[src/rtl/bsg_concentrate_pkg.sv]
// Shared definitions for the runtime-masked lane concentrator.
// Optional feature macro: BSG_CONCENTRATE_SCHED_PERF_EN (adds words_o/beats_o counters).
package bsg_concentrate_pkg;

  // Scheduler states, kept as plain constants for legacy-compatible encodings.
  localparam logic [0:0] eIDLE = 1'b0;
  localparam logic [0:0] eSEND = 1'b1;

  localparam int perf_width_lp = 32;

  typedef logic [perf_width_lp-1:0] perf_cnt_t;

  // Increment that sticks at all-ones instead of wrapping.
  function automatic perf_cnt_t sat_inc(input perf_cnt_t cnt);
    return (cnt == '1) ? cnt : cnt + perf_cnt_t'(1);
  endfunction

endpackage

[src/rtl/bsg_concentrate_pick.sv]
// Pending-mask decoder: lowest set lane index, its one-hot, and a flag that
// says this is the only lane left. Purely combinational.
module bsg_concentrate_pick
  import bsg_concentrate_pkg::*;
#(
  parameter int els_p     = 16,
  parameter int lg_els_lp = $clog2(els_p)
) (
  input  logic [els_p-1:0]     mask_i,
  output logic [lg_els_lp-1:0] idx_o,
  output logic [els_p-1:0]     one_hot_o,
  output logic                 last_o
);

  localparam logic [els_p-1:0] one_lp = els_p'(1);

  // Priority scan from the top down so the lowest set bit wins.
  always_comb begin
    // NOTE: default first so no path through this block leaves idx_o unassigned (no latch).
    idx_o = '0;
    for (int i = els_p - 1; i >= 0; i--) begin
      if (mask_i[i]) idx_o = lg_els_lp'(i);
    end
  end

  // Isolate lowest set bit; "exactly one" means clearing it leaves nothing.
  always_comb begin
    one_hot_o = mask_i & (~mask_i + one_lp);
    last_o    = (|mask_i) && ((mask_i & (mask_i - one_lp)) == '0);
  end

endmodule

[src/rtl/bsg_concentrate_sched.sv]
// Runtime-masked lane concentrator: accepts one els_p-lane word with a keep
// mask and emits the kept lanes one per beat in ascending lane order.
// Optional feature macro: BSG_CONCENTRATE_SCHED_PERF_EN (words_o/beats_o).
module bsg_concentrate_sched
  import bsg_concentrate_pkg::*;
#(
  parameter int els_p     = 16,
  parameter int width_p   = 2,
  parameter int lg_els_lp = $clog2(els_p)
) (
  input  logic                     clk_i,
  input  logic                     reset_i,
  input  logic [els_p*width_p-1:0] data_i,
  input  logic [els_p-1:0]         mask_i,
  input  logic                     v_i,
  output logic                     ready_o,
  output logic [width_p-1:0]       data_o,
  output logic [lg_els_lp-1:0]     idx_o,
  output logic                     last_o,
  output logic                     v_o,
  input  logic                     ready_i
`ifdef BSG_CONCENTRATE_SCHED_PERF_EN
  ,
  output logic [31:0]              words_o,
  output logic [31:0]              beats_o
`endif
);

  logic [0:0]               state_r;
  logic [els_p-1:0]         mask_r;
  logic [els_p*width_p-1:0] data_r;
  logic [els_p-1:0]         one_hot;
  logic                     consume;
  logic                     accept;
  logic                     load;

  bsg_concentrate_pick #(
    .els_p     (els_p),
    .lg_els_lp (lg_els_lp)
  ) pick (
    .mask_i    (mask_r),
    .idx_o     (idx_o),
    .one_hot_o (one_hot),
    .last_o    (last_o)
  );

  // Handshake: new words are taken while idle or on the final-beat handoff,
  // which lets back-to-back words run with no bubble.
  always_comb begin
    v_o     = (state_r == eSEND);
    consume = v_o & ready_i;
    ready_o = (state_r == eIDLE) | (consume & last_o);
    accept  = v_i & ready_o;
    load    = accept & (|mask_i);
    data_o  = data_r[idx_o*width_p +: width_p];
  end

  // FSM plus pending-mask/data registers; a load overrides the last-beat clear.
  always_ff @(posedge clk_i or posedge reset_i) begin
    if (reset_i) begin
      state_r <= eIDLE;
      mask_r  <= '0;
      // NOTE: the lane word is reset too so data_o reads zero out of reset, not X.
      data_r  <= '0;
    end else begin
      // NOTE: non-blocking here, so the later load assignment wins cleanly over the clear.
      if (consume) begin
        mask_r <= mask_r & ~one_hot;
        if (last_o) state_r <= eIDLE;
      end
      if (load) begin
        state_r <= eSEND;
        mask_r  <= mask_i;
        data_r  <= data_i;
      end
    end
  end

`ifdef BSG_CONCENTRATE_SCHED_PERF_EN
  perf_cnt_t words_r;
  perf_cnt_t beats_r;

  // Saturating activity counters: every accepted word (even empty), every consumed beat.
  always_ff @(posedge clk_i or posedge reset_i) begin
    if (reset_i) begin
      words_r <= '0;
      beats_r <= '0;
    end else begin
      if (accept)  words_r <= sat_inc(words_r);
      if (consume) beats_r <= sat_inc(beats_r);
    end
  end

  assign words_o = words_r;
  assign beats_o = beats_r;
`endif

endmodule

[config.mk]
export PLATFORM = sky130hd
export DESIGN_NAME = bsg_concentrate_sched
export DESIGN_NICKNAME = d
export VERILOG_FILES = /design/src/rtl/bsg_concentrate_pkg.sv /design/src/rtl/bsg_concentrate_pick.sv /design/src/rtl/bsg_concentrate_sched.sv
export SDC_FILE = /design/constraint.sdc
export NUM_CORES = 1
export LEC_CHECK = 0
export BUFFER_PORTS_ARGS = -buffer_cell sky130_fd_sc_hd__buf_2
export CAP_MARGIN = 20
export CORE_AREA = 3 3 75 77
export DETAILED_ROUTE_END_ITERATION = 16
export DIE_AREA = 0 0 78 80
export HOLD_SLACK_MARGIN = 0.03
export MAX_ROUTING_LAYER = met4
export PLACE_DENSITY = 0.79
export SLEW_MARGIN = 20
export SYNTH_ARGS = -nofsm -noshare
export SYNTH_HDL_FRONTEND = slang
export SYNTH_HIERARCHICAL = 1
export SYNTH_SLANG_ARGS = --single-unit
[constraint.sdc]
create_clock -name clk_i -period 3.21 [get_ports clk_i]
set_clock_uncertainty 0.1 [all_clocks]
set_input_delay 0.1605 -clock clk_i [delete_from_list [all_inputs] [get_ports clk_i]]
set_output_delay 0.1605 -clock clk_i [all_outputs]
set_load 0.02 [all_outputs]
==> results of run 1 <==
[worst min-delay path: cells and delay by family]
family,cells,cell delay [ps]
buffers and inverters,1,90
and+or+nand+nor,3,240
[Yosys cell counts, drive strengths merged (2+ instances only)]
library cell,number,area [um^2]
a211oi,3,22.52
a21boi,16,120.1
a21oi,6,30.03
a31oi,2,12.51
buf,9,80.07
clkbuf,3,11.26
dfrtp,49,1226
inv,8,30.03
maj3,2,21.27
mux2,48,540.5
mux2i,3,30.03
mux4,8,180.2
nand2,6,22.52
nand3,2,15.01
nor2,10,37.54
nor2b,4,25.02
nor3,4,20.02
nor3b,3,22.52
nor4,11,75.07
nor4b,3,26.28
o21ai,5,25.02
o32ai,2,17.52
or4,2,18.77
[sequential cells by signal, indices dropped and copies added (netlist names)]
register  flops
data_r       32
mask_r       16
v_o           1
[repair_timing]
action / in CTS / in global routing
endpoints found under the hold margin: 57 / 1
setup endpoints to repair: 2 / 50
resized for setup: 3 / 9
hold buffers: 48 / 1
buffers inserted: 0 / 7
pin swaps: 1 / 1
[cells in the final DEF (no fill, tap or decap), types with 2 or more instances in the layout]
| cell | netlist | layout |
|---|---|---|
| buf_2 | 1 | 59 |
| a211oi_2 | 0 | 3 |
| inv_1 | 8 | 7 |
| nor2b_1 | 4 | 3 |
| buf_6 | 4 | 3 |
| mux4_2 | 8 | 8 |
| nor4_1 | 10 | 9 |
| nor3_1 | 4 | 4 |
| dlygate4sd3_1 | 0 | 49 |
| a21oi_1 | 6 | 6 |
| nor4_2 | 1 | 2 |
| nor2_1 | 10 | 10 |
| nor3b_1 | 3 | 3 |
| mux2i_1 | 3 | 3 |
| a21boi_0 | 16 | 16 |
| buf_4 | 4 | 13 |
| mux2_1 | 9 | 9 |
| nand2_1 | 6 | 6 |
| a31oi_1 | 2 | 2 |
| clkbuf_8 | 0 | 6 |
| mux2_2 | 39 | 39 |
| o21ai_0 | 5 | 5 |
| dfrtp_1 | 49 | 46 |
| dfrtp_2 | 0 | 3 |
| nor4b_1 | 3 | 3 |
[cell families (layout without fill, tap and decap cells)]
| kind of cell | after synthesis | in the layout | share of synthesized area, % |
|---|---|---|---|
| buf+inv | 20 | 140 | 4.470 |
| compound gates | 39 | 39 | 10.00 |
| fa+ha+maj | 2 | 2 | 0.7834 |
| flops | 49 | 49 | 45.16 |
| simple gates | 52 | 52 | 11.94 |
| mux | 59 | 59 | 27.65 |
[final timing paths]
path	to	start	cells after the start
min in group asynchronous	mask_r[12]	reset_i	3
worst min-delay path	v_o	ready_i	4
worst max-delay path	data_o[0]	mask_r[5]	9
worst min register to register	data_r[12]	data_r[12]	1
max in group asynchronous	mask_r[15]	reset_i	4
worst max register to register	data_r[27]	mask_r[2]	10
[metal layers]
layer	part of all wire (%)	track usage, %	up-vias	routed length, um
met3	4.2	3.047	15	282
met4	2.2	7.867	0	149
met1	41	26.87	1113	2760
met5	0	-	-	0
met2	52	41.52	73	3524
li1	-	-	1076	-
[power by group through the flow]
stage	sequential [mW]	combinational, mW	clock, mW
finish	1.20	2.30	0.365
global route	1.25	2.50	0.394
floorplan	1.12	1.62	0
detailed placement	1.21	2.01	0
CTS	1.20	2.09	0.373
global placement	1.19	1.97	0
[layout make-up]
| cell class | instances | area, um^2 | share of cell area [%] |
|---|---|---|---|
| Clock buffer | 7 | 86.33 | 2.286 |
| Inverter | 8 | 30.03 | 0.7950 |
| Multi-Input combinational cell | 152 | 1399 | 37.03 |
| Sequential cell | 49 | 1230 | 32.56 |
| Tap cell | 70 | 87.58 | 2.319 |
| Timing Repair Buffer | 125 | 944.7 | 25.01 |
[stage by stage]
step / setup slack (ps) / instances
floorplan: 87.39 / 221
global placement: 308.8 / 347
detailed placement: 239.4 / 347
CTS: 3.731 / 402
global route: -31.69 / 411
finish: 84.15 / 411
==> results.sh, run 1 <==
export IMPL_drt_initial_drc_count=164
export IMPL_p_sw_mw=1.514
export IMPL_synth_edf_count=0
export IMPL_cellPowerDensity_nw_per_um2=1024
export IMPL_ys_seq_area_share_pct=45.16
export IMPL_fin_setup_tns_ps=0
export IMPL_async_reset_ff_share_pct=100.0
export IMPL_port_buffers=60
export IMPL_root_buffer="clkbuf_8"
export IMPL_clk_path_buf_depth=2
export IMPL_endpoint_kind="primary output"
export IMPL_p_leak_nw=1.656
export IMPL_critPathLaunchType="register"
export IMPL_timing_worst_setup_path_type="register to primary output"
export IMPL_crit_path_max_fanout=8
export IMPL_finalNetCount=393
export IMPL_setup_viol=0
export IMPL_drtPass1Iterations=4
export IMPL_clock_sinks=49
export IMPL_finalCritPeriodShare_pct=97.38
export IMPL_holdWs_ps=136.2
export IMPL_grt_first_pass_wirelength_um=10850
export IMPL_num_fill_cells=356
export IMPL_critPathRequiredTime_ps=2950
export IMPL_clock_latency_ps=300
export IMPL_cts_made_buffers=5
export IMPL_die_area_um2=6240
export IMPL_clk_pin_slew_ps=90
export IMPL_gp_congestion=0.8973
export IMPL_grt_pass1_vias=2335
export IMPL_dpl_cell_area_um2=3079
export IMPL_die_y_um=80
export IMPL_ys_types=42
export IMPL_finalHoldViolations=0
export IMPL_slew_limit_headroom_pct=50.56
export IMPL_r2r_slack_ps=220
export IMPL_grtUsageTotal_pct=23.14
export IMPL_vias=2277
export IMPL_wirelength_um=6716
export IMPL_n_antenna_cell=0
export IMPL_clock_power_share_pct=9.4
export IMPL_vias_per_cell=5.540
export IMPL_seqPwrFrac_pct=31.0
export IMPL_maxCapViolCount=0
export IMPL_drive_gt1_share_pct=42.82
export IMPL_rsz0062_at_grt="true"
export IMPL_areaGrowthSynthToFinish_pct=39.12
export IMPL_sw_frac_of_total_pct=39.14
export IMPL_fin_crit_ps=3126
export IMPL_path_cells="inv_1 -> a2111o_1 -> o32ai_2 -> buf_6 -> mux4_2 -> nor2b_1 -> a211oi_2 -> a21oi_1 -> buf_2"
export IMPL_die_width_um=78
export IMPL_synthesis_area_um2=2715
export IMPL_avgSynthCellArea_um2=12.29
export IMPL_clock_fmax_mhz=319.9
export IMPL_internal_power_mw=2.355
export IMPL_design_power_total_mw=3.869
export IMPL_cts_htree_levels=2
export IMPL_worst_slew_pin_slew_ps=741.2
export IMPL_core_area_um2=5075
export IMPL_row_count=26
export IMPL_status="finished clean"
export IMPL_synth_seq_cells=49
export IMPL_crit_buf_inv=3
export IMPL_postRouteAntennaNets=0
export IMPL_cpLargestDelayFamily="compound AO/OA/AOI/OAI gates"
export IMPL_worst_ep_arrival_time_ps=2870
export IMPL_cts_tree="yes"
export IMPL_antenna_found_initial=0
export IMPL_slew_viol_final=0
export IMPL_initial_core_util_pct=53.50
export IMPL_synth_cells=221
export IMPL_route_detailed_drc=0
export IMPL_hp_class="input pin to register"
export IMPL_yosysWarnings=6
export IMPL_combPwrFrac_pct=59.5
export IMPL_cpPeakStageDelay_ps=500
export IMPL_grt_max_degree=50
export IMPL_slowest_stage="mux4_2"
export IMPL_routedWlPerCell_um=16.34
export IMPL_grt_ovfl_total=0
export IMPL_peakVddDrop_uv=760.5
export IMPL_syn_num_nets=273
export IMPL_fin_util_pct=74.43
export IMPL_dpl_hpwl_um=4376
export IMPL_pin_count=61
export IMPL_synthFlopType="dfrtp_1"
export IMPL_postLayoutCellArea_um2=3777
Note: power is estimated with default switching activity, not from simulation.
==> inputs of run 2 (changes only) <==
- GPL_TIMING_DRIVEN: default -> 0
==> run 2 against run 1 <==
Via count up 2.2%. Global-route usage rose by 2.4 points. Sequential power hardly changed. Largest cell class unchanged. Highest routed layer unchanged.
==> results.sh, run 2 (synthesis results as in run 1) <==
export IMPL_wirelength_um=7419
export IMPL_routedWlPerCell_um=17.54
export IMPL_critPathRequiredTime_ps=3300
export IMPL_initial_core_util_pct=53.50
export IMPL_n_antenna_cell=0
export IMPL_drive_gt1_share_pct=48.16
export IMPL_root_buffer="clkbuf_8"
export IMPL_worst_slew_pin_slew_ps=721.4
export IMPL_core_area_um2=5075
export IMPL_num_fill_cells=303
export IMPL_worst_ep_arrival_time_ps=3250
export IMPL_clock_sinks=49
export IMPL_pre_cts_ws_ps=1.651
export IMPL_setup_viol=0
export IMPL_cts_tree="yes"
export IMPL_grtUsageTotal_pct=25.53
export IMPL_clock_fmax_mhz=317.1
export IMPL_maxCapViolCount=0
export IMPL_fin_crit_ps=3153
export IMPL_timing_worst_setup_path_type="register to register"
export IMPL_p_leak_nw=1.721
export IMPL_postRouteAntennaNets=0
export IMPL_grt_pass1_vias=2386
export IMPL_vias=2326
export IMPL_final_common_cell="buf_2"
export IMPL_port_buffers=60
export IMPL_clock_latency_ps=310
export IMPL_grt_first_pass_wirelength_um=11760
export IMPL_die_width_um=78
export IMPL_drt_initial_drc_count=150
export IMPL_dpl_hpwl_um=4550
export IMPL_fin_cells=423
export IMPL_cts_made_buffers=5
export IMPL_crit_path_max_fanout=10
export IMPL_grt_ovfl_total=0
export IMPL_clk_path_buf_depth=2
export IMPL_row_count=26
export IMPL_route_detailed_drc=0
export IMPL_critPathLaunchType="register"
export IMPL_cpPeakStageDelay_ps=550
export IMPL_holdWs_ps=131.3
export IMPL_areaGrowthSynthToFinish_pct=45.76
export IMPL_finalWorstSetupSlack_ps=56.59
export IMPL_grt_max_degree=29
export IMPL_vias_per_cell=5.499
export IMPL_largest_reg_flops=32
export IMPL_fin_setup_tns_ps=0
export IMPL_finalNetCount=404
export IMPL_cts_htree_levels=2
export IMPL_slew_viol_final=0
export IMPL_path_cells="buf_4 -> or4_1 -> nor4_1 -> mux2i_1 -> o311ai_0 -> and4b_2 -> nand2_1 -> nand2_2 -> nand3_4 -> buf_8 -> buf_6 -> mux2_1"
export IMPL_pin_count=61
export IMPL_hp_class="input pin to register"
export IMPL_status="finished clean"
export IMPL_r2r_slack_ps=60
export IMPL_endpoint_kind="register"
export IMPL_die_y_um=80
export IMPL_regMostFlops="data_r"
export IMPL_cellPowerDensity_nw_per_um2=1065
export IMPL_slowest_stage="or4_1"
export IMPL_finalHoldViolations=0
export IMPL_clk_pin_slew_ps=100
export IMPL_gp_congestion=0.9365
export IMPL_slew_limit_headroom_pct=51.73
export IMPL_design_power_total_mw=4.215
export IMPL_drtPass1Iterations=4
export IMPL_die_area_um2=6240
export IMPL_antenna_found_initial=0
export IMPL_mostFrequentLayoutCells="buf_2, dlygate4sd3_1, dfrtp_1"
export IMPL_place_inst=352
export IMPL_finalCritPeriodShare_pct=98.24
export IMPL_peakVddDrop_uv=912.6
==> run 2: cell types whose count changed in the layout (fill, tap and decap cells not counted), sizes merged <==
cell,delta
buf,+9
clkinvlp,+1
inv,+1
clkbuf,+1
==> run 2: repair_timing <==
action	CTS	global route
hold buffers	49	0
endpoints found under the hold margin	69	0
pin swaps	1	8
resized for setup	7	28
buffers inserted	6	9
gates cloned	0	0
setup endpoints to repair	2	22
==> run 2: layer usage <==
layer	global-route usage [%]	vias to the layer above	part of all wire [%]
li1	-	1095	-
met1	29.80	1143	40
met2	44.61	78	54
met3	5.305	10	4.5
met4	7.692	0	1.7
met5	-	-	0
==> run 2: critical path: cells and delay by family, from the launching register on <==
family / cells / cell delay, ps
simple gates: 6 / 1490
mux: 2 / 470
buf+inv: 3 / 460
flops: 1 / 430
compound gates: 1 / 110
==> run 2: layout make-up <==
cell class              count  area (um^2)  share of cell area, %
flip-flops and latches     49         1236                  31.24
plain buffers              11        107.6                  2.719
repair buffers            125        944.7                  23.87
inverters                   8        30.03                 0.7588
clock inverters             2        16.27                 0.4110
well taps                  70        87.58                  2.213
multi-input cells         152         1453                  36.71
clock buffers               6        82.58                  2.087
==> run 2: final timing paths <==
| check | start | endpoint | cells after the start |
|---|---|---|---|
| worst max-delay path | mask_r[12] | data_r[14] | 12 |
| worst min-delay path | ready_i | v_o | 4 |
| worst max register to register | mask_r[12] | data_r[14] | 12 |
| worst min register to register | data_r[13] | data_r[13] | 1 |
| max in group asynchronous | reset_i | data_r[27] | 4 |
| min in group asynchronous | reset_i | mask_r[13] | 3 |
==> run 2: through the flow <==
step           utilization, %  area [um^2]
3_5_place_dp            61.69         3131
2_1_floorplan               -         2723
6_report                77.98         3958
4_1_cts                 75.02         3807
5_1_grt                 77.98         3958
3_3_place_gp            61.29         3110
==> run 2: where the power goes <==
part	switching (mW)	internal, mW	leakage [nW]
logic	1.17	1.45	1.09
clock network	0.222	0.178	0.0478
registers	0.263	0.935	0.578
total	1.66	2.56	1.72
==> inputs of run 3 (changes only) <==
- PLACE_DENSITY: 0.79 -> default
- PLACE_DENSITY_LB_ADDON: default -> 0.3
==> run 3 against run 2 <==
Hold slack worse by 40 ps. Setup slack better by 27 ps. Die area is the same. Register-to-register slack improved by 120 ps. First-iteration DRC count up 26%. Critical path depth decreased by 3. Count of clock-buffer cells in the layout decreased by 1. Largest cell class unchanged. Highest routed layer unchanged.
==> results.sh, run 3 (synthesis results as in run 1) <==
export IMPL_grt_use_met1_pct=28.96
export IMPL_clk_pin_slew_ps=100
export IMPL_largest_reg_flops=32
export IMPL_drive_gt1_share_pct=46.44
export IMPL_gp_congestion=0.8423
export IMPL_fin_cells=421
export IMPL_cellPowerDensity_nw_per_um2=1063
export IMPL_worst_path_most_repeated_cell="buf_4"
export IMPL_crit_path_max_fanout=7
export IMPL_grt_max_degree=29
export IMPL_whs_endpoint="v_o"
export IMPL_r2r_slack_ps=180
export IMPL_vias_per_cell=5.670
export IMPL_grt_pass1_vias=2298
export IMPL_peakVddDrop_uv=753.1
export IMPL_die_width_um=78
export IMPL_cpPeakStageDelay_ps=490
export IMPL_regMostFlops="data_r"
export IMPL_slew_viol_final=0
export IMPL_maxCapViolCount=0
export IMPL_finalNetCount=403
export IMPL_postRouteAntennaNets=0
export IMPL_r2r_end="data_r[15]"
export IMPL_worst_slew_pin_slew_ps=660.0
export IMPL_critPathLaunchType="register"
export IMPL_dpl_hpwl_um=4496
export IMPL_grt_first_pass_wirelength_um=11020
export IMPL_finalWorstSetupSlack_ps=83.46
export IMPL_timing_worst_setup_path_type="register to primary output"
export IMPL_hold_depth=4
export IMPL_grt_ovfl_total=0
export IMPL_met3_usage_pct=3.499
export IMPL_finalCritPeriodShare_pct=97.40
export IMPL_initial_core_util_pct=53.50
export IMPL_clock_sinks=49
export IMPL_antenna_found_initial=0
export IMPL_fin_crit_ps=3127
export IMPL_cts_tree="yes"
export IMPL_place_inst=352
export IMPL_path_cells="inv_1 -> a2111o_1 -> o32ai_4 -> buf_6 -> buf_4 -> mux4_2 -> a211oi_1 -> a21oi_1 -> buf_4"
export IMPL_rsz0062_at_grt="true"
export IMPL_critPathRequiredTime_ps=2950
export IMPL_endpoint_kind="primary output"
export IMPL_root_buffer="clkbuf_8"
export IMPL_pin_count=61
export IMPL_status="finished clean"
export IMPL_n_antenna_cell=0
export IMPL_setup_viol=0
export IMPL_finalHoldViolations=0
export IMPL_die_y_um=80
export IMPL_areaGrowthSynthToFinish_pct=44.52
export IMPL_pre_cts_ws_ps=49.01
export IMPL_clock_latency_ps=300
export IMPL_drtPass1Iterations=4
export IMPL_routedWlPerCell_um=17.32
export IMPL_min_from="ready_i"
export IMPL_cts_htree_levels=2
export IMPL_final_common_cell="buf_2"
export IMPL_slew_limit_headroom_pct=55.84
export IMPL_vias=2387
export IMPL_clock_fmax_mhz=319.8
export IMPL_mostFrequentLayoutCells="buf_2, dlygate4sd3_1, dfrtp_1"
export IMPL_row_count=26
export IMPL_wirelength_um=7292
export IMPL_p_leak_nw=1.715
export IMPL_port_buffers=60
export IMPL_clk_path_buf_depth=2
export IMPL_die_area_um2=6240
export IMPL_cts_made_buffers=5
export IMPL_grtUsageMet2_pct=39.81
export IMPL_route_detailed_drc=0
export IMPL_core_area_um2=5075
export IMPL_rr_startpoint="mask_r[1]"
export IMPL_drt_initial_drc_count=189
export IMPL_hp_class="input pin to register"
export IMPL_ff2ff_path_depth=12
export IMPL_worst_ep_arrival_time_ps=2870
export IMPL_slowest_stage="mux4_2"
export IMPL_grtUsageTotal_pct=23.36
export IMPL_grt_busiest_layer="met2"
==> run 3: metrics by stage <==
step           setup TNS, ps  instance area [um^2]  util, %  power, mW  hold WS [ps]
3_5_place_dp               0                  3131    61.69      3.237         102.5
2_1_floorplan              0                  2723        -      2.736         192.2
6_report                   0                  3924    77.32      4.170         90.96
3_3_place_gp               0                  3110    61.29      3.178         270.8
5_1_grt               -46.22                  3924    77.32      4.415         135.9
4_1_cts                    0                  3756    74.01      3.823         30.03
==> run 3: metal layers <==
metal | wire length [um] | share of wire, % | up-vias
met5 | 0 | 0 | -
met1 | 2884 | 40 | 1187
li1 | - | - | 1093
met4 | 187 | 2.6 | 0
met2 | 3861 | 53 | 87
met3 | 358 | 4.9 | 20
==> run 3: layout make-up <==
class,instances,area [um^2]
buffer,11,97.59
clock buffer,5,68.82
clock inverter,2,38.79
fill,328,1151
inverter,8,30.03
multi-input combinational,152,1446
sequential,49,1234
tap,70,87.58
timing repair buffer,124,920.9
==> run 3: power breakdown <==
group | leakage (nW) | internal [mW] | total, mW | switching (mW)
clock | 0.0546 | 0.231 | 0.444 | 0.213
combinational | 1.08 | 1.38 | 2.49 | 1.11
sequential | 0.581 | 0.933 | 1.24 | 0.302
==> run 3: how the worst max path moves through the flow <==
stage | endpoint | cells after the start | from
2_1_floorplan | data_r[10] | 12 | mask_r[1]
3_3_place_gp | data_o[0] | 10 | mask_r[9]
3_5_place_dp | data_r[15] | 12 | mask_r[5]
4_1_cts | data_o[1] | 11 | mask_r[15]
5_1_grt | data_o[0] | 9 | mask_r[5]
6_report | data_o[1] | 9 | mask_r[5]
==> run 3: timing repair <==
| item | 4_1_cts | 5_1_grt |
|---|---|---|
| endpoints found under the hold margin | 68 | 1 |
| resized for setup | 6 | 21 |
| hold buffers | 48 | 1 |
| endpoints found under the setup margin | 11 | 11 |
| pin swaps | 1 | 6 |
| setup buffers | 3 | 11 |
| gates cloned | 0 | 0 |
==> run 3: worst max-delay path: cells and delay by family (launching register included) <==
| family | cells | cell delay [ps] |
|---|---|---|
| flip-flops | 1 | 440 |
| multiplexers | 1 | 490 |
| buffers and inverters | 4 | 560 |
| AO/OA/AOI/OAI | 4 | 1050 |
